## src/rtl/cpu_pkg.sv

```systemverilog
// Shared definitions for the data-processing issue stage and the ALU:
// opcode and condition-code encodings, the issue-stage state type, and the
// ARM rotated-immediate expansion helper.
package cpu_pkg;

    localparam logic [3:0] OP_AND = 4'b0000;
    localparam logic [3:0] OP_EOR = 4'b0001;
    localparam logic [3:0] OP_SUB = 4'b0010;
    localparam logic [3:0] OP_RSB = 4'b0011;
    localparam logic [3:0] OP_ADD = 4'b0100;
    localparam logic [3:0] OP_ADC = 4'b0101;
    localparam logic [3:0] OP_SBC = 4'b0110;
    localparam logic [3:0] OP_RSC = 4'b0111;
    localparam logic [3:0] OP_TST = 4'b1000;
    localparam logic [3:0] OP_TEQ = 4'b1001;
    localparam logic [3:0] OP_CMP = 4'b1010;
    localparam logic [3:0] OP_CMN = 4'b1011;
    localparam logic [3:0] OP_ORR = 4'b1100;
    localparam logic [3:0] OP_MOV = 4'b1101;
    localparam logic [3:0] OP_BIC = 4'b1110;
    localparam logic [3:0] OP_MVN = 4'b1111;

    localparam logic [3:0] COND_EQ = 4'b0000;
    localparam logic [3:0] COND_NE = 4'b0001;
    localparam logic [3:0] COND_CS = 4'b0010;
    localparam logic [3:0] COND_CC = 4'b0011;
    localparam logic [3:0] COND_MI = 4'b0100;
    localparam logic [3:0] COND_PL = 4'b0101;
    localparam logic [3:0] COND_VS = 4'b0110;
    localparam logic [3:0] COND_VC = 4'b0111;
    localparam logic [3:0] COND_HI = 4'b1000;
    localparam logic [3:0] COND_LS = 4'b1001;
    localparam logic [3:0] COND_GE = 4'b1010;
    localparam logic [3:0] COND_LT = 4'b1011;
    localparam logic [3:0] COND_GT = 4'b1100;
    localparam logic [3:0] COND_LE = 4'b1101;
    localparam logic [3:0] COND_AL = 4'b1110;
    localparam logic [3:0] COND_NV = 4'b1111;

    typedef enum logic [1:0] {
        ST_EMPTY  = 2'd0,
        ST_FULL   = 2'd1,
        ST_FULL_S = 2'd2
    } issue_state_e;

    // Zero-extended imm8 rotated right by 2*rot. Rotating a doubled copy
    // avoids a special case for rot = 0.
    function automatic logic [31:0] imm_rotate(input logic [7:0] imm8, input logic [3:0] rot);
        logic [63:0] dbl;
        logic [63:0] shifted;
        dbl     = {24'd0, imm8, 24'd0, imm8};
        shifted = dbl >> {rot, 1'b0};
        return shifted[31:0];
    endfunction

endpackage

```

## src/rtl/cond_check.sv

```systemverilog
// ARM condition evaluation.
// Ports: cond - condition field; nzcv - current flags {N,Z,C,V};
//        pass - 1 when the instruction should execute (1111 never passes).
module cond_check
    import cpu_pkg::*;
(
    input  logic [3:0] cond,
    input  logic [3:0] nzcv,
    output logic       pass
);

    logic n, z, c, v;
    assign {n, z, c, v} = nzcv;

    always_comb begin
        pass = 1'b0;
        case (cond)
            COND_EQ: pass = z;
            COND_NE: pass = ~z;
            COND_CS: pass = c;
            COND_CC: pass = ~c;
            COND_MI: pass = n;
            COND_PL: pass = ~n;
            COND_VS: pass = v;
            COND_VC: pass = ~v;
            COND_HI: pass = c & ~z;
            COND_LS: pass = ~c | z;
            COND_GE: pass = (n == v);
            COND_LT: pass = (n != v);
            COND_GT: pass = ~z & (n == v);
            COND_LE: pass = z | (n != v);
            COND_AL: pass = 1'b1;
            default: pass = 1'b0;
        endcase
    end

endmodule

```

## src/rtl/dp_issue.sv

```systemverilog
// Issue stage for ARM data-processing instructions: decodes, condition-checks
// and rejects instructions, then holds one issued instruction in a single
// output register for the ALU/writeback, and owns the CPSR NZCV flags.
// Ports: clk/rst_n - clock, async active-low reset;
//        in_valid/in_ready/in_instr - instruction input handshake;
//        rn_idx/rm_idx, rn_data/rm_data - register-file read port;
//        out_valid/out_ready and alu_* / rd_* - registered issue outputs;
//        alu_n/z/c/v - ALU flag results for the issued instruction;
//        cpsr_nzcv - architectural flags; undef_pulse - rejected instruction.
//
// state     | meaning
// ST_EMPTY  | no instruction held, out_valid low
// ST_FULL   | holding an instruction that does not update flags
// ST_FULL_S | holding an S instruction; flags written when it drains
module dp_issue
    import cpu_pkg::*;
#(
    parameter int         DATA_WIDTH = 32,
    parameter logic [3:0] RESET_NZCV = 4'b0000
) (
    input  logic                  clk,
    input  logic                  rst_n,
    input  logic                  in_valid,
    output logic                  in_ready,
    input  logic [31:0]           in_instr,
    output logic [3:0]            rn_idx,
    output logic [3:0]            rm_idx,
    input  logic [DATA_WIDTH-1:0] rn_data,
    input  logic [DATA_WIDTH-1:0] rm_data,
    output logic                  out_valid,
    input  logic                  out_ready,
    output logic                  alu_enable,
    output logic [3:0]            alu_opcode,
    output logic [DATA_WIDTH-1:0] alu_operand1,
    output logic [DATA_WIDTH-1:0] alu_operand2,
    output logic                  alu_carry_in,
    output logic                  alu_flag_update,
    output logic [3:0]            rd_idx,
    output logic                  rd_we,
    input  logic                  alu_n,
    input  logic                  alu_z,
    input  logic                  alu_c,
    input  logic                  alu_v,
    output logic [3:0]            cpsr_nzcv,
    output logic                  undef_pulse
);

    issue_state_e state;

    logic [3:0] f_cond, f_op, f_rd;
    logic [1:0] f_class;
    logic       f_imm, f_s;
    logic       is_compare, uses_carry, flag_hazard;
    logic       cond_pass, bad, accept, load, drain;
    logic [DATA_WIDTH-1:0] operand2;

    assign f_cond  = in_instr[31:28];
    assign f_class = in_instr[27:26];
    assign f_imm   = in_instr[25];
    assign f_op    = in_instr[24:21];
    assign f_s     = in_instr[20];
    assign f_rd    = in_instr[15:12];
    assign rn_idx  = in_instr[19:16];
    assign rm_idx  = in_instr[3:0];

    assign is_compare = (f_op == OP_TST) || (f_op == OP_TEQ) || (f_op == OP_CMP) || (f_op == OP_CMN);
    assign uses_carry = (f_op == OP_ADC) || (f_op == OP_SBC) || (f_op == OP_RSC);
    // Anything that reads flags must wait until a held S instruction has written them.
    assign flag_hazard = (f_cond != COND_AL) || uses_carry;

    cond_check u_cond_check (
        .cond (f_cond),
        .nzcv (cpsr_nzcv),
        .pass (cond_pass)
    );

    assign out_valid = (state != ST_EMPTY);

    always_comb begin
        in_ready = 1'b1;
        case (state)
            ST_EMPTY:  in_ready = 1'b1;
            ST_FULL:   in_ready = out_ready;
            ST_FULL_S: in_ready = out_ready & ~flag_hazard;
            default:   in_ready = 1'b1;
        endcase
    end

    // Malformed encodings take priority over the condition check.
    assign bad = (f_class != 2'b00) || (!f_imm && (in_instr[11:4] != 8'd0))
               || (is_compare && !f_s) || (f_cond == COND_NV);

    assign accept = in_valid & in_ready;
    assign load   = accept & ~bad & cond_pass;
    assign drain  = out_valid & out_ready;

    assign operand2 = f_imm ? DATA_WIDTH'(imm_rotate(in_instr[7:0], in_instr[11:8])) : rm_data;

    always_ff @(posedge clk or negedge rst_n) begin
        if (!rst_n) begin
            state           <= ST_EMPTY;
            alu_enable      <= 1'b0;
            alu_opcode      <= 4'd0;
            alu_operand1    <= '0;
            alu_operand2    <= '0;
            alu_carry_in    <= 1'b0;
            alu_flag_update <= 1'b0;
            rd_idx          <= 4'd0;
            rd_we           <= 1'b0;
            cpsr_nzcv       <= RESET_NZCV;
            undef_pulse     <= 1'b0;
        end else begin
            undef_pulse <= accept & bad;
            if (drain && (state == ST_FULL_S)) begin
                cpsr_nzcv <= {alu_n, alu_z, alu_c, alu_v};
            end
            if (load) begin
                state           <= f_s ? ST_FULL_S : ST_FULL;
                alu_enable      <= 1'b1;
                alu_opcode      <= f_op;
                alu_operand1    <= rn_data;
                alu_operand2    <= operand2;
                alu_carry_in    <= cpsr_nzcv[1];
                alu_flag_update <= f_s;
                rd_idx          <= f_rd;
                rd_we           <= ~is_compare;
            end else if (drain) begin
                state           <= ST_EMPTY;
                alu_enable      <= 1'b0;
                alu_flag_update <= 1'b0;
                rd_we           <= 1'b0;
            end
        end
    end

endmodule

```

## config.mk

```make
export PLATFORM = sky130hd
export DESIGN_NAME = dp_issue
export DESIGN_NICKNAME = d
export VERILOG_FILES = /design/src/rtl/cpu_pkg.sv /design/src/rtl/cond_check.sv /design/src/rtl/dp_issue.sv
export SDC_FILE = /design/constraint.sdc
export NUM_CORES = 1
export LEC_CHECK = 0
export ABC_CLOCK_PERIOD_IN_PS = 2500
export BUFFER_PORTS_ARGS = -buffer_cell sky130_fd_sc_hd__buf_2
export CORE_UTILIZATION = 35
export DETAILED_ROUTE_END_ITERATION = 8
export MAX_ROUTING_LAYER = met4
export PLACE_DENSITY = 0.69
export SLEW_MARGIN = 0
export SYNTH_ARGS = -nofsm -noshare
export SYNTH_HDL_FRONTEND = slang
export SYNTH_SLANG_ARGS = --single-unit
export TNS_END_PERCENT = 30
```

## constraint.sdc

```tcl
create_clock -name clk -period 2.5 [get_ports clk]
set_input_delay 0.125 -clock clk [delete_from_list [all_inputs] [get_ports clk]]
set_output_delay 0.125 -clock clk [all_outputs]
set_load 0.01 [all_outputs]
```

After elaboration in Yosys (flattened, before gate mapping) --
Cells that the tools add are included. W data, S select, Z words.
Word-level totals: register bits 83, input port bits 104, output and inout port bits 91
Operators by class: eq/ne operators 27, shifts and indexed selects 1, multiplexer cells 10, bitwise operators 17, reductions and logical operators 19
Operator list (count):
- $eq A4 B4 Y1 const B | 12
- $shr A40 B5 Y32 | 1
- $mux W32 | 1
- $eq A4 B3 Y1 const B | 7
- $pmux W1 S15 | 1
- $logic_or A1 B1 Y1 | 9
- $and A1 B1 Y1 | 8
- $eq A4 B2 Y1 const B | 2
- $reduce_bool A8 Y1 | 1
- $not A1 Y1 | 7
- $mux W2 | 3
- $reduce_bool A2 Y1 | 3
- $eq A4 B1 Y1 const B | 1
- $logic_not A4 Y1 | 1
- $mux W1 | 4
- $ne A4 B4 Y1 const B | 1
- $logic_and A1 B1 Y1 | 3
- $eq A2 B1 Y1 const B | 1
- $eq A2 B2 Y1 const B | 1
- $logic_not A1 Y1 | 2
- $or A1 B1 Y1 | 2
- $pmux W1 S2 | 1
- $eq A1 B1 Y1 | 1
- $ne A1 B1 Y1 | 1

Depth between registers and ports, before layout --
Gate-level depths: netlist of the first run.
depth in word-level cells 11, gate-level depth with buffers 9, mapped depth without buffers 7

Hierarchy --
Synthesis of the first run repeated with hierarchy kept, for this count alone.
Second synthesis, totals: cell total of the unflattened synthesis 337, area total of the unflattened synthesis 4256.6 um2
By module, submodules not included:
- dp_issue | times used 1, cells an instance 309, area an instance 4062.6 um2
- cond_check | times used 1, cells an instance 28, area an instance 193.9 um2

Worst setup path before layout of the first run --
Ideal clock, no wire load.
path type flip-flop to flip-flop, start register state[0], end register alu_operand1[18], library setup time 0.128 ns, data arrival time 2.085 ns, data required time 2.372 ns, setup slack 0.288 ns, cell stages (with the launch flop) 10, buffers on the path 2, clock period less this slack 2.212 ns, cell sequence dfrtp_1 > inv_1 > ha_1 > and4_1 > o311ai_0 > a2111oi_4 > o41ai_2 > buf_6 > buf_6 > mux2_1
On the way: longest elaborated chain between the ends 5
RTL lines:
- from (decl) | line dp_issue.sv:48 | issue_state_e state;
- from (signal assigned) | line dp_issue.sv:118 | state <= f_s ? ST_FULL_S : ST_FULL;
- $eq A2 B2 Y1 / $eq A2 B1 Y1 (equally long branches) | line dp_issue.sv:81 | case (state)
- $pmux W1 S2 (*) | line dp_issue.sv:81
- $and A1 B1 Y1 (*) | line dp_issue.sv:93 | assign accept = in_valid & in_ready;
- $and A1 B1 Y1 (*) (2 in a row) | line dp_issue.sv:94 | assign load = accept & ~bad & cond_pass;
- to (signal assigned) | line dp_issue.sv:121 | alu_operand1 <= rn_data;
- to (decl) | line dp_issue.sv:34 | output logic [DATA_WIDTH-1:0] alu_operand1,
Every way passes the cells marked *; elsewhere a longest branch is shown, timed or not. A chain may end at the register's enable or synchronous reset.

Worst setup path in the final report of the first run --
start register state[0], end register alu_operand1[19]
Same word-level chain as after synthesis.

==> parameters.txt, run 1 <==
Parameter                              Value

Layout
  Fraction of layout instances using a drive strength above 1 ... 53.3%
  Post-layout net count ... 650
  Layout overhead on the synthesized area ... 33.3%
  Final Instance Area ... 0.00572 mm²
  Diode count ... 0

Synth
  Yosys warnings ... 0
  Number of enable-type register cells in the synthesized netlist ... 0
  Proportion of synthesized flip-flops having asynchronous set or reset ... 100%
  Most used standard cell by instance count after synthesis ... sky130_fd_sc_hd__dfrtp_1
  Sequential element share of the synthesized area ... 47.8%
  Flop and latch count out of synthesis ... 82
  Commonest cells post-synth ... sky130_fd_sc_hd__dfrtp_1, sky130_fd_sc_hd__mux2_2, sky130_fd_sc_hd__inv_1, sky130_fd_sc_hd__mux2_4, sky130_fd_sc_hd__o21ai_0
  Synth unique cells ... 46
  Mean instance size in the synthesized netlist ... 12.0 µm²
  Cell count after synthesis ... 357
  Synthesized netlist net count ... 464
  Area leader, netlist ... sky130_fd_sc_hd__dfrtp_1
  Main area contributors after synthesis ... sky130_fd_sc_hd__dfrtp_1, sky130_fd_sc_hd__mux2_2, sky130_fd_sc_hd__mux2_4, sky130_fd_sc_hd__o2bb2ai_1, sky130_fd_sc_hd__mux2i_1
  Prevailing post-synth register cell ... sky130_fd_sc_hd__dfrtp_1
  Area share of the largest cell type after synthesis ... 47.8%
  Post-synth design cell area ... 0.00429 mm²

Global routing
  Largest net degree at the start of global routing ... 42
  First-pass GRT wire length ... 18300 µm
  Antenna violations before repair ... 0
  GRT Total Usage ... 19.3%
  GRT overflow ... 0
  Vias in the first global route ... 3615

Timing
  Final Cycle Share ... 94.8%
  Final hold violation count ... 0
  Min Tclk post-route ... 2.37 ns
  Number of setup violations in the final report ... 0
  Max Transition Viols Final ... 0
  Final worst clock skew ... 0.00727 ns
  Final worst setup slack ... 0.129 ns
  Final-layout setup total negative slack ... 0 ns
  Post-Route Hold Slack ... 0.0138 ns
  Normalized max-slew margin ... 62.6%
  Setup repair after global routing missed its margin ... no
  Fmax achieved ... 0.422 GHz
  Worst-margin pin slew ... 0.559 ns

Drt
  # DRC ... 0
  Antenna violation net count after detailed routing ... 0
  Wire length reported by the detailed router ... 11500 µm
  First drt pass iteration count ... 6
  Vias post-DR ... 3572
  Post-detailed-route via-to-cell ratio ... 5.14
  Number of DRC markers after the initial detailed-route iteration ... 171
  Wirelength per Cell ... 16.6 µm

Critical path
  Setup Crit Path Kind ... reg2reg
  Arrival time of the worst setup path ... 2.60 ns
  CP peak stage delay ... 0.44 ns
  Data required time at the worst endpoint ... 2.72 ns
  CP cell instances ... inv_1 -> ha_1 -> and4_1 -> o311ai_1 -> a2111oi_4 -> o41ai_4 -> buf_12 -> mux2_1
  Type of destination of the critical path ... register
  Maximum fanout encountered on the critical timing path ... 41
  Critical path startpoint category ... register
  Slowest-stage cell, CP ... sky130_fd_sc_hd__a2111oi_4

Die
  Die width ... 113 µm
  Starting density of the core ... 35.9%
  Vert. Die Dim ... 113 µm
  Number of top-level pins ... 195
  Area of the core region ... 0.0120 mm²
  Area of the die ... 0.0127 mm²
  Std cell rows ... 40

Placement
  IO Port Bufs ... 186
  Area after DPL ... 0.00534 mm²
  Pre-CTS WS ... 0.0772 ns
  GP Congestion ... 0.830
  HPWL after detailed placement ... 8650 µm

Clocking
  Skew-Pair Late Insertion Delay ... 0.34 ns
  TritonCTS Sinks ... 82
  Clock tree from TritonCTS ... built
  Master cell of the clock root buffer ... sky130_fd_sc_hd__clkbuf_16
  Clock transition at the registers of the reported paths ... 0.06 ns
  Buffer levels on the longest clock path ... 2
  Cts bufs inserted ... 9
  Buffer count from post-CTS setup fixing ... 0
  H-tree levels ... 3

Power
  Lkg Pwr ... 0.00303 µW
  Total power divided by cell area ... 958 mW/mm²
  IR drop worst, VDD ... 0.000467 V

Run status
  Run status ... finished clean

Hold path
  Class of the most critical hold timing path ... in2reg

Run
  Count of max-cap constraint violations ... 0
-- power breakdown --
group | internal (µW) | leakage, µW | total (µW) | switching [µW]
Combinational | 1040 | 0.00184 | 1980 | 943
Clock | 711 | 0.000143 | 1280 | 567
Sequential | 1900 | 0.00104 | 2220 | 315
Total | 3650 | 0.00303 | 5480 | 1830
-- state kept, by name (all words and copies together), names as in the netlist --
name	flops
alu_carry_in	1
alu_enable	1
alu_flag_update	1
alu_opcode	4
alu_operand1	32
alu_operand2	32
cpsr_nzcv	4
rd_idx	4
rd_we	1
state	1
undef_pulse	1
-- worst max-delay path, delay by kind of cell, from the launching register on --
kind	cells	cell delay, ns
AOI/OAI and AO/OA	3	0.80
DFF	1	0.40
muxes	1	0.33
buffers and inverters	2	0.31
and+or+nand+nor	1	0.21
adders and majority gates	1	0.18
-- kinds of logic after synthesis --
family,count (synthesis),synth area share [%]
mux,90,24.8
fa+ha+maj,3,0.875
xor+xnor,2,0.408
flops,82,47.8
simple gates,58,7.32
buf+inv,48,5.63
compound gates,74,13.1
-- cells in the final DEF (no fill, tap or decap), drive strengths merged, types with 3 or more instances in the layout --
master	n
a32oi	4
o2bb2ai	16
a21oi	8
mux2i	13
clkinv	5
nand3b	3
a31oi	7
ha	3
inv	20
nor2	13
dlygate4sd3	9
buf	195
a222oi	4
nand2	14
nand2b	5
mux2	77
a22o	5
nor2b	7
dfrtp	82
clkbuf	10
o21ai	18
-- stage by stage --
stage | total power [µW] | cells | utilization [%]
global placement | 4140 | 670 | 44.6
CTS | 5550 | 695 | 47.8
finish | 5480 | 695 | 47.8
detailed placement | 4230 | 670 | 44.6
global route | 5820 | 695 | 47.8
floorplan | 3300 | 357 | -
-- what timing repair did --
item	in CTS	in global routing
hold endpoints to repair	46	0
hold buffers	9	0
resized for setup	0	1
setup endpoints to repair	0	18
-- path summary, 6_finish.rpt --
kind                       depth (start not counted)              startpoint                            to  slack (ns)
max reg2reg                                        8    state[0]$_DFFE_PN0P_  alu_operand1[19]$_DFFE_PN0P_        0.13
max in group asynchronous                          3                   rst_n     alu_opcode[1]$_DFFE_PN0P_        1.48
max                                                8    state[0]$_DFFE_PN0P_  alu_operand1[19]$_DFFE_PN0P_        0.13
min                                                2              rn_data[5]   alu_operand1[5]$_DFFE_PN0P_        0.01
min reg2reg                                        2  alu_enable$_DFFE_PN0P_        alu_enable$_DFFE_PN0P_        0.48
min in group asynchronous                          2                   rst_n  alu_operand2[12]$_DFFE_PN0P_        0.31
-- layout make-up --
| type | count | area, µm² |
|---|---|---|
| multi-input combinational | 227 | 2010 |
| clock inverter | 6 | 48.8 |
| sequential | 82 | 2050 |
| inverter | 19 | 71.3 |
| clock buffer | 10 | 239 |
| timing repair buffer | 204 | 1120 |
| fill | 1167 | 6240 |
| tap | 147 | 184 |
-- layer usage --
metal | share of wire (%) | GRT usage [%] | wire, µm
met3 | 4.7 | 3.80 | 540
met4 | 2.5 | 9.24 | 293
met2 | 51 | 32.1 | 5840
met1 | 42 | 22.4 | 4840
met5 | 0 | - | 0
(Power assumes the default switching activity.)
==> run 2, diff against run 1 <==
- CORE_ASPECT_RATIO: default -> 2
==> parameters.txt, run 2 (synthesis results as in run 1) <==
Parameter                              Value

Layout
  Fill cell instance count of the final layout ... 1099 (-5.8%)
  Fraction of layout instances using a drive strength above 1 ... 53.9% (+0.59 points)
  Largest registers ... alu_operand1 (32), alu_operand2 (32)
  Layout overhead on the synthesized area ... 31.9%
  Most frequent cells in the layout ... sky130_fd_sc_hd__buf_2, sky130_fd_sc_hd__dfrtp_1, sky130_fd_sc_hd__mux2_2
  Storage cell area ... 0.00205 mm² (unchanged)
  Footprint of the multi-input gates ... 0.00201 mm² (unchanged)
  Most frequent standard cell in the layout excluding fill and tap cells ... sky130_fd_sc_hd__buf_2
  Post-layout net count ... 644 (-0.92%)

Drt
  Number of DRC markers after the initial detailed-route iteration ... 138 (-19%)
  First drt pass iteration count ... 4 (-2)
  Vias post-DR ... 3487 (-2.4%)
  Wirelength per Cell ... 17.0 µm (+2.8%)
  Wire length reported by the detailed router ... 11700 µm (+1.7%)
  Post-detailed-route via-to-cell ratio ... 5.07 (-1.4%)
  # DRC ... 0 (unchanged)
  Antenna violation net count after detailed routing ... 0 (unchanged)

Power
  Sequential group share of total power ... 40.6% (about the same)
  Total power divided by cell area ... 958 mW/mm² (about the same)
  Proportion of power drawn by the clock network ... 22.6% (-0.7 points)
  IR drop worst, VDD ... 0.000448 V (-4.1%)
  P_int ... 3620 µW (-0.82%)
  Lkg Pwr ... 0.00300 µW (-1.1%)
  Combinational power share ... 36.8% (+0.6 points)
  Switching part of the total ... 33.2% (-0.14 points)
  Net switching power ... 1800 µW (-1.4%)

Critical path
  Critical path startpoint category ... register
  Worst Reg-to-Reg Cells ... 8 (unchanged)
  Origin of the critical flop-to-flop path ... state[0]$_DFFE_PN0P_
  Worst R2R Setup Slack ... 0.17 ns (+0.04 ns)
  Maximum fanout encountered on the critical timing path ... 44 (+7.3%)
  Beginning of the critical path ... state[0]$_DFFE_PN0P_
  Type of destination of the critical path ... register
  Arrival time of the worst setup path ... 2.54 ns (-0.06 ns)
  Crit path capture ... alu_operand1[19]$_DFFE_PN0P_
  Data required time at the worst endpoint ... 2.71 ns (about the same)
  CP peak stage delay ... 0.43 ns (about the same)
  Capture instance of the worst register-to-register path ... alu_operand1[19]$_DFFE_PN0P_
  CP cell instances ... inv_1 -> ha_1 -> and4_1 -> o311ai_1 -> a2111oi_4 -> o41ai_4 -> buf_12 -> mux2_1
  Slowest-stage cell, CP ... sky130_fd_sc_hd__a2111oi_4
  Setup Crit Path Kind ... reg2reg

Placement
  HPWL after detailed placement ... 9170 µm (+6.0%)
  GP Congestion ... 0.867 (+4.5%)
  IO Port Bufs ... 186 (unchanged)
  Pre-CTS WS ... 0.109 ns (+0.0318 ns)

Clocking
  Buffer levels on the longest clock path ... 2 (unchanged)
  Clock transition at the registers of the reported paths ... 0.07 ns (about the same)
  Master cell of the clock root buffer ... sky130_fd_sc_hd__clkbuf_16
  Cts bufs inserted ... 9 (unchanged)
  Skew-Pair Late Insertion Delay ... 0.33 ns (about the same)
  TritonCTS Sinks ... 82 (unchanged)
  Buffer count from post-CTS setup fixing ... 0 (unchanged)
  Clock tree from TritonCTS ... built
  H-tree levels ... 3 (unchanged)

Die
  Std cell rows ... 56 (+40%)
  Vert. Die Dim ... 159 µm (+41%)
  Area of the core region ... 0.0118 mm² (-1.0%)
  Die width ... 80.3 µm (-29%)
  Number of top-level pins ... 195 (unchanged)
  Starting density of the core ... 36.2% (+0.36 points)
  Area of the die ... 0.0127 mm² (+0.21%)

Timing
  Final-layout setup total negative slack ... 0 ns (unchanged)
  Setup repair after global routing missed its margin ... no
  Max Transition Viols Final ... 0 (unchanged)
  Final Cycle Share ... 93.2% (-1.6 points)
  Normalized max-slew margin ... 62.1% (-0.45 points)
  Final worst setup slack ... 0.170 ns (+0.0412 ns)
  Min Tclk post-route ... 2.33 ns (-0.0412 ns)
  Fmax achieved ... 0.429 GHz (+1.8%)
  Worst-margin pin slew ... 0.560 ns (+0.00141 ns)
  Final worst clock skew ... 0.00820 ns (+0.000933 ns)
  Number of setup violations in the final report ... 0 (unchanged)
  Final hold violation count ... 0 (unchanged)

Global routing
  Largest net degree at the start of global routing ... 45 (+7.1%)
  Antenna violations before repair ... 0 (unchanged)
  First-pass GRT wire length ... 17200 µm (-6.1%)
  GRT Total Usage ... 18.5% (-0.78 points)
  GRT overflow ... 0 (unchanged)
  Vias in the first global route ... 3456 (-4.4%)

Hold path
  Class of the most critical hold timing path ... in2reg
  Min-delay src ... rn_data[18]

Run status
  Run status ... finished clean

Run
  Count of max-cap constraint violations ... 0 (unchanged)
==> run 2: cell count changes in the layout (fill, tap and decap cells not counted), sizes merged <==
| cell | before | now |
|---|---|---|
| diode | 0 | 1 |
| dlygate4sd3 | 9 | 2 |
| clkinvlp | 0 | 2 |
| clkinv | 5 | 3 |
| buf | 195 | 196 |
==> run 2: layout make-up <==
type                            count  share of cell area [%]
Sequential cell                    82                    36.3
Multi-Input combinational cell    227                    35.5
Timing Repair Buffer              198                    18.8
Clock buffer                       10                    4.05
Tap cell                          145                    3.21
Inverter                           19                    1.26
Clock inverter                      6                   0.884
Antenna cell                        1                  0.0442
==> run 2: repair_timing <==
| item | 4_1_cts | 5_1_grt |
|---|---|---|
| endpoints found under the setup margin | 0 | 5 |
| hold endpoints to repair | 38 | 1 |
| gates resized for setup | 0 | 1 |
| hold buffers | 1 | 1 |
==> run 2: per-layer routing <==
metal | vias to the layer above | part of all wire, % | global-route usage, %
li1 | 1659 | - | -
met1 | 1683 | 37 | 18.9
met2 | 120 | 55 | 33.4
met3 | 25 | 4.1 | 2.69
met4 | 0 | 3.8 | 10.0
met5 | - | 0 | -
==> run 2: power by group through the flow <==
stage	combinational, µW	sequential, µW	clock, µW
2_1_floorplan	817	2490	0
3_3_place_gp	1960	2190	0
3_5_place_dp	2020	2230	0
4_1_cts	2020	2210	1270
5_1_grt	2170	2280	1320
6_report	1990	2200	1230
==> run 2: worst min-delay path by stage <==
stage / slack [ns] / endpoint / depth (start not counted)
6_report: 0.02 / alu_operand1[18]$_DFFE_PN0P_ / 2
5_1_grt: 0.006 / alu_operand1[23]$_DFFE_PN0P_ / 2
4_1_cts: 0.002 / state[0]$_DFFE_PN0P_ / 2
3_5_place_dp: 0.15 / cpsr_nzcv[3]$_DFFE_PN0P_ / 1
3_3_place_gp: 0.13 / state[0]$_DFFE_PN0P_ / 1
2_1_floorplan: -0.17 / alu_carry_in$_DFFE_PN0P_ / 0
==> run 2: critical path, delay by kind of cell, from the launching register on <==
family	cells	cell delay, ns
flip-flops	1	0.40
multiplexers	1	0.35
adder cells (fa/ha/maj)	1	0.15
buffers and inverters	2	0.32
AO/OA/AOI/OAI	3	0.78
AND/OR/NAND/NOR	1	0.20
==> run 2: per-stage QoR <==
stage / hold WS (ns) / cells / util [%] / power, µW / area, µm²
6_report: 0.0155 / 688 / 47.8 / 5420 / 5660
5_1_grt: 0.00570 / 687 / 47.8 / 5760 / 5660
4_1_cts: 0.00190 / 686 / 47.7 / 5500 / 5650
3_5_place_dp: 0.148 / 669 / 45.2 / 4240 / 5360
3_3_place_gp: 0.134 / 669 / 45.2 / 4150 / 5360
2_1_floorplan: -0.171 / 357 / - / 3300 / 4290
==> run 3, diff against run 2 <==
- CELL_PAD_IN_SITES_DETAIL_PLACEMENT: default -> 1
- CELL_PAD_IN_SITES_GLOBAL_PLACEMENT: default -> 2
- CORE_UTILIZATION: 35 -> 29
- PLACE_DENSITY: 0.69 -> 0.87
==> parameters.txt, run 3 (synthesis results as in run 1) <==
Parameter                              Value

Critical path
  Origin of the critical flop-to-flop path ... cpsr_nzcv[3]$_DFFE_PN0P_
  Data required time at the worst endpoint ... 2.72 ns (about the same)
  Worst Reg-to-Reg Cells ... 6 (-2)
  Maximum fanout encountered on the critical timing path ... 53 (+20%)
  Crit path capture ... alu_operand1[2]$_DFFE_PN0P_
  Beginning of the critical path ... cpsr_nzcv[3]$_DFFE_PN0P_
  Critical path startpoint category ... register
  Type of destination of the critical path ... register
  Gate family responsible for the most delay along the worst path ... compound AO/OA/AOI/OAI gates
  Setup Crit Path Kind ... reg2reg
  Capture instance of the worst register-to-register path ... alu_operand1[2]$_DFFE_PN0P_
  Slowest-stage cell, CP ... sky130_fd_sc_hd__dfrtp_1
  CP peak stage delay ... 0.46 ns (+0.03 ns)
  CP cell instances ... xnor2_1 -> a31oi_1 -> nor4b_1 -> o41ai_4 -> buf_12 -> mux2_2
  Worst R2R Setup Slack ... 0.17 ns (about the same)
  Buf/Inv on CP ... 1 (-1)
  Count of cell instances traversed by the critical path ... 6 (-2)
  Arrival time of the worst setup path ... 2.56 ns (+0.02 ns)

Global routing
  GRT Total Usage ... 19.5% (+0.96 points)
  GRT overflow ... 0 (unchanged)
  First-pass GRT wire length ... 21700 µm (+26%)
  Largest net degree at the start of global routing ... 83 (+84%)
  Antenna violations before repair ... 1 (+1)
  Vias in the first global route ... 4128 (+19%)

Placement
  GP Congestion ... 0.822 (-5.2%)
  IO Port Bufs ... 186 (unchanged)
  HPWL after detailed placement ... 10600 µm (+15%)
  Number of cells after detailed placement ... 715 (+6.9%)

Die
  Area of the die ... 0.0153 mm² (+20%)
  Area of the core region ... 0.0144 mm² (+22%)
  Number of top-level pins ... 195 (unchanged)
  Die width ... 88.0 µm (+9.6%)
  Vert. Die Dim ... 174 µm (+9.7%)
  Starting density of the core ... 29.7% (-6.5 points)
  Std cell rows ... 62 (+11%)

Clocking
  Clock tree from TritonCTS ... built
  Buffer levels on the longest clock path ... 2 (unchanged)
  H-tree levels ... 3 (unchanged)
  Master cell of the clock root buffer ... sky130_fd_sc_hd__clkbuf_16
  TritonCTS Sinks ... 82 (unchanged)
  Cts bufs inserted ... 9 (unchanged)
  Skew-Pair Late Insertion Delay ... 0.34 ns (about the same)
  Clock transition at the registers of the reported paths ... 0.06 ns (about the same)

Layout
  Storage cell area ... 0.00205 mm² (unchanged)
  Most frequent cells in the layout ... sky130_fd_sc_hd__buf_2, sky130_fd_sc_hd__dfrtp_1, sky130_fd_sc_hd__mux2_2
  Layout overhead on the synthesized area ... 35.0%
  Count of placed standard cells in the final layout, fillers left out ... 741 (+7.7%)
  Post-layout net count ... 649 (+0.78%)
  Most frequent standard cell in the layout excluding fill and tap cells ... sky130_fd_sc_hd__buf_2
  Footprint of the multi-input gates ... 0.00201 mm² (unchanged)
  Fraction of layout instances using a drive strength above 1 ... 53.2% (-0.68 points)
  Share of the core filled with cells ... 40.1% (-7.7 points)
  Fill cell instance count of the final layout ... 1689 (+54%)
  Largest registers ... alu_operand1 (32), alu_operand2 (32)

Timing
  Fmax achieved ... 0.429 GHz (-0.15%)
  Final hold violation count ... 0 (unchanged)
  Setup repair after global routing missed its margin ... no
  Normalized max-slew margin ... 58.2% (-3.9 points)
  Number of setup violations in the final report ... 0 (unchanged)
  Worst-margin pin slew ... 0.621 ns (+0.0603 ns)
  Final-layout setup total negative slack ... 0 ns (unchanged)
  Min Tclk post-route ... 2.33 ns (+0.00352 ns)
  Final Cycle Share ... 93.3% (+0.14 points)
  Final worst clock skew ... 0.00619 ns (-0.00201 ns)
  Max Transition Viols Final ... 0 (unchanged)

Drt
  Antenna violation net count after detailed routing ... 0 (unchanged)
  Vias post-DR ... 3659 (+4.9%)
  # DRC ... 0 (unchanged)
  Wire length reported by the detailed router ... 13700 µm (+17%)
  Wirelength per Cell ... 18.5 µm (+8.7%)
  Post-detailed-route via-to-cell ratio ... 4.94 (-2.6%)
  Number of DRC markers after the initial detailed-route iteration ... 135 (-2.2%)
  First drt pass iteration count ... 4 (unchanged)

Power
  Pwr Total ... 5630 µW (+3.8%)
  Lkg Pwr ... 0.00303 µW (+1.0%)
  Total power divided by cell area ... 972 mW/mm² (+1.5%)
  IR drop worst, VDD ... 0.000421 V (-6.1%)

Run status
  Run status ... finished clean

Hold path
  Class of the most critical hold timing path ... in2reg

Run
  Count of max-cap constraint violations ... 0 (unchanged)
[run 3: changes by cell type in the layout (fill, tap and decap cells not counted)]
cell	change
sky130_fd_sc_hd__clkinv_2	+1
sky130_fd_sc_hd__inv_6	-2
sky130_fd_sc_hd__dlygate4sd3_1	+6
sky130_fd_sc_hd__buf_6	+1
sky130_fd_sc_hd__clkbuf_8	+2
sky130_fd_sc_hd__buf_4	-1
sky130_fd_sc_hd__clkinv_4	-2
sky130_fd_sc_hd__buf_12	-1
sky130_fd_sc_hd__diode_2	+1
sky130_fd_sc_hd__bufinv_16	+1
[run 3: how the worst min path moves through the flow]
stage / start / to / slack, ns / cells past startpoint
2_1_floorplan: rst_n / alu_carry_in$_DFFE_PN0P_ / -0.17 / 0
3_3_place_gp: rst_n / alu_operand2[10]$_DFFE_PN0P_ / 0.17 / 2
3_5_place_dp: rst_n / alu_operand2[26]$_DFFE_PN0P_ / 0.19 / 2
4_1_cts: rn_data[4] / alu_operand1[4]$_DFFE_PN0P_ / 0.0007 / 2
5_1_grt: rn_data[30] / alu_operand1[30]$_DFFE_PN0P_ / 0.006 / 2
6_report: rn_data[10] / alu_operand1[10]$_DFFE_PN0P_ / 0.01 / 2
[run 3: per-stage QoR]
step                      area, µm²  hold slack, ns  setup WS [ns]
final                          5790          0.0130          0.166
after global routing           5790         0.00585        0.00427
after global placement         5400           0.174          0.129
after floorplan                4290          -0.171          0.288
after detailed placement       5400           0.193         0.0674
after CTS                      5780        0.000698         0.0516
[run 3: final cells by class]
| class | instances | share of cell area (%) |
|---|---|---|
| clock buffers | 12 | 4.43 |
| flip-flops and latches | 82 | 35.4 |
| well taps | 192 | 4.15 |
| diodes | 2 | 0.0864 |
| clock inverters | 4 | 0.864 |
| multi-input cells | 227 | 34.7 |
| repair buffers | 203 | 19.2 |
| inverters | 19 | 1.23 |
[run 3: timing repair]
action | in CTS | in global routing
setup endpoints to repair | 0 | 35
hold buffers | 8 | 0
hold endpoints to repair | 89 | 0
setup buffers | 0 | 0
resized for setup | 0 | 2
[run 3: power breakdown]
part	switching [µW]	total (µW)	internal [µW]
combinational	995	2040	1050
sequential	318	2220	1900
clock	537	1360	827
[run 3: metal layers]
| metal | GRT usage (%) | vias up | part of all wire, % |
|---|---|---|---|
| met2 | 32.5 | 129 | 53 |
| met5 | - | - | 0 |
| li1 | - | 1663 | - |
| met1 | 20.6 | 1820 | 37 |
| met3 | 2.61 | 47 | 3.3 |
| met4 | 13.8 | 0 | 6.0 |
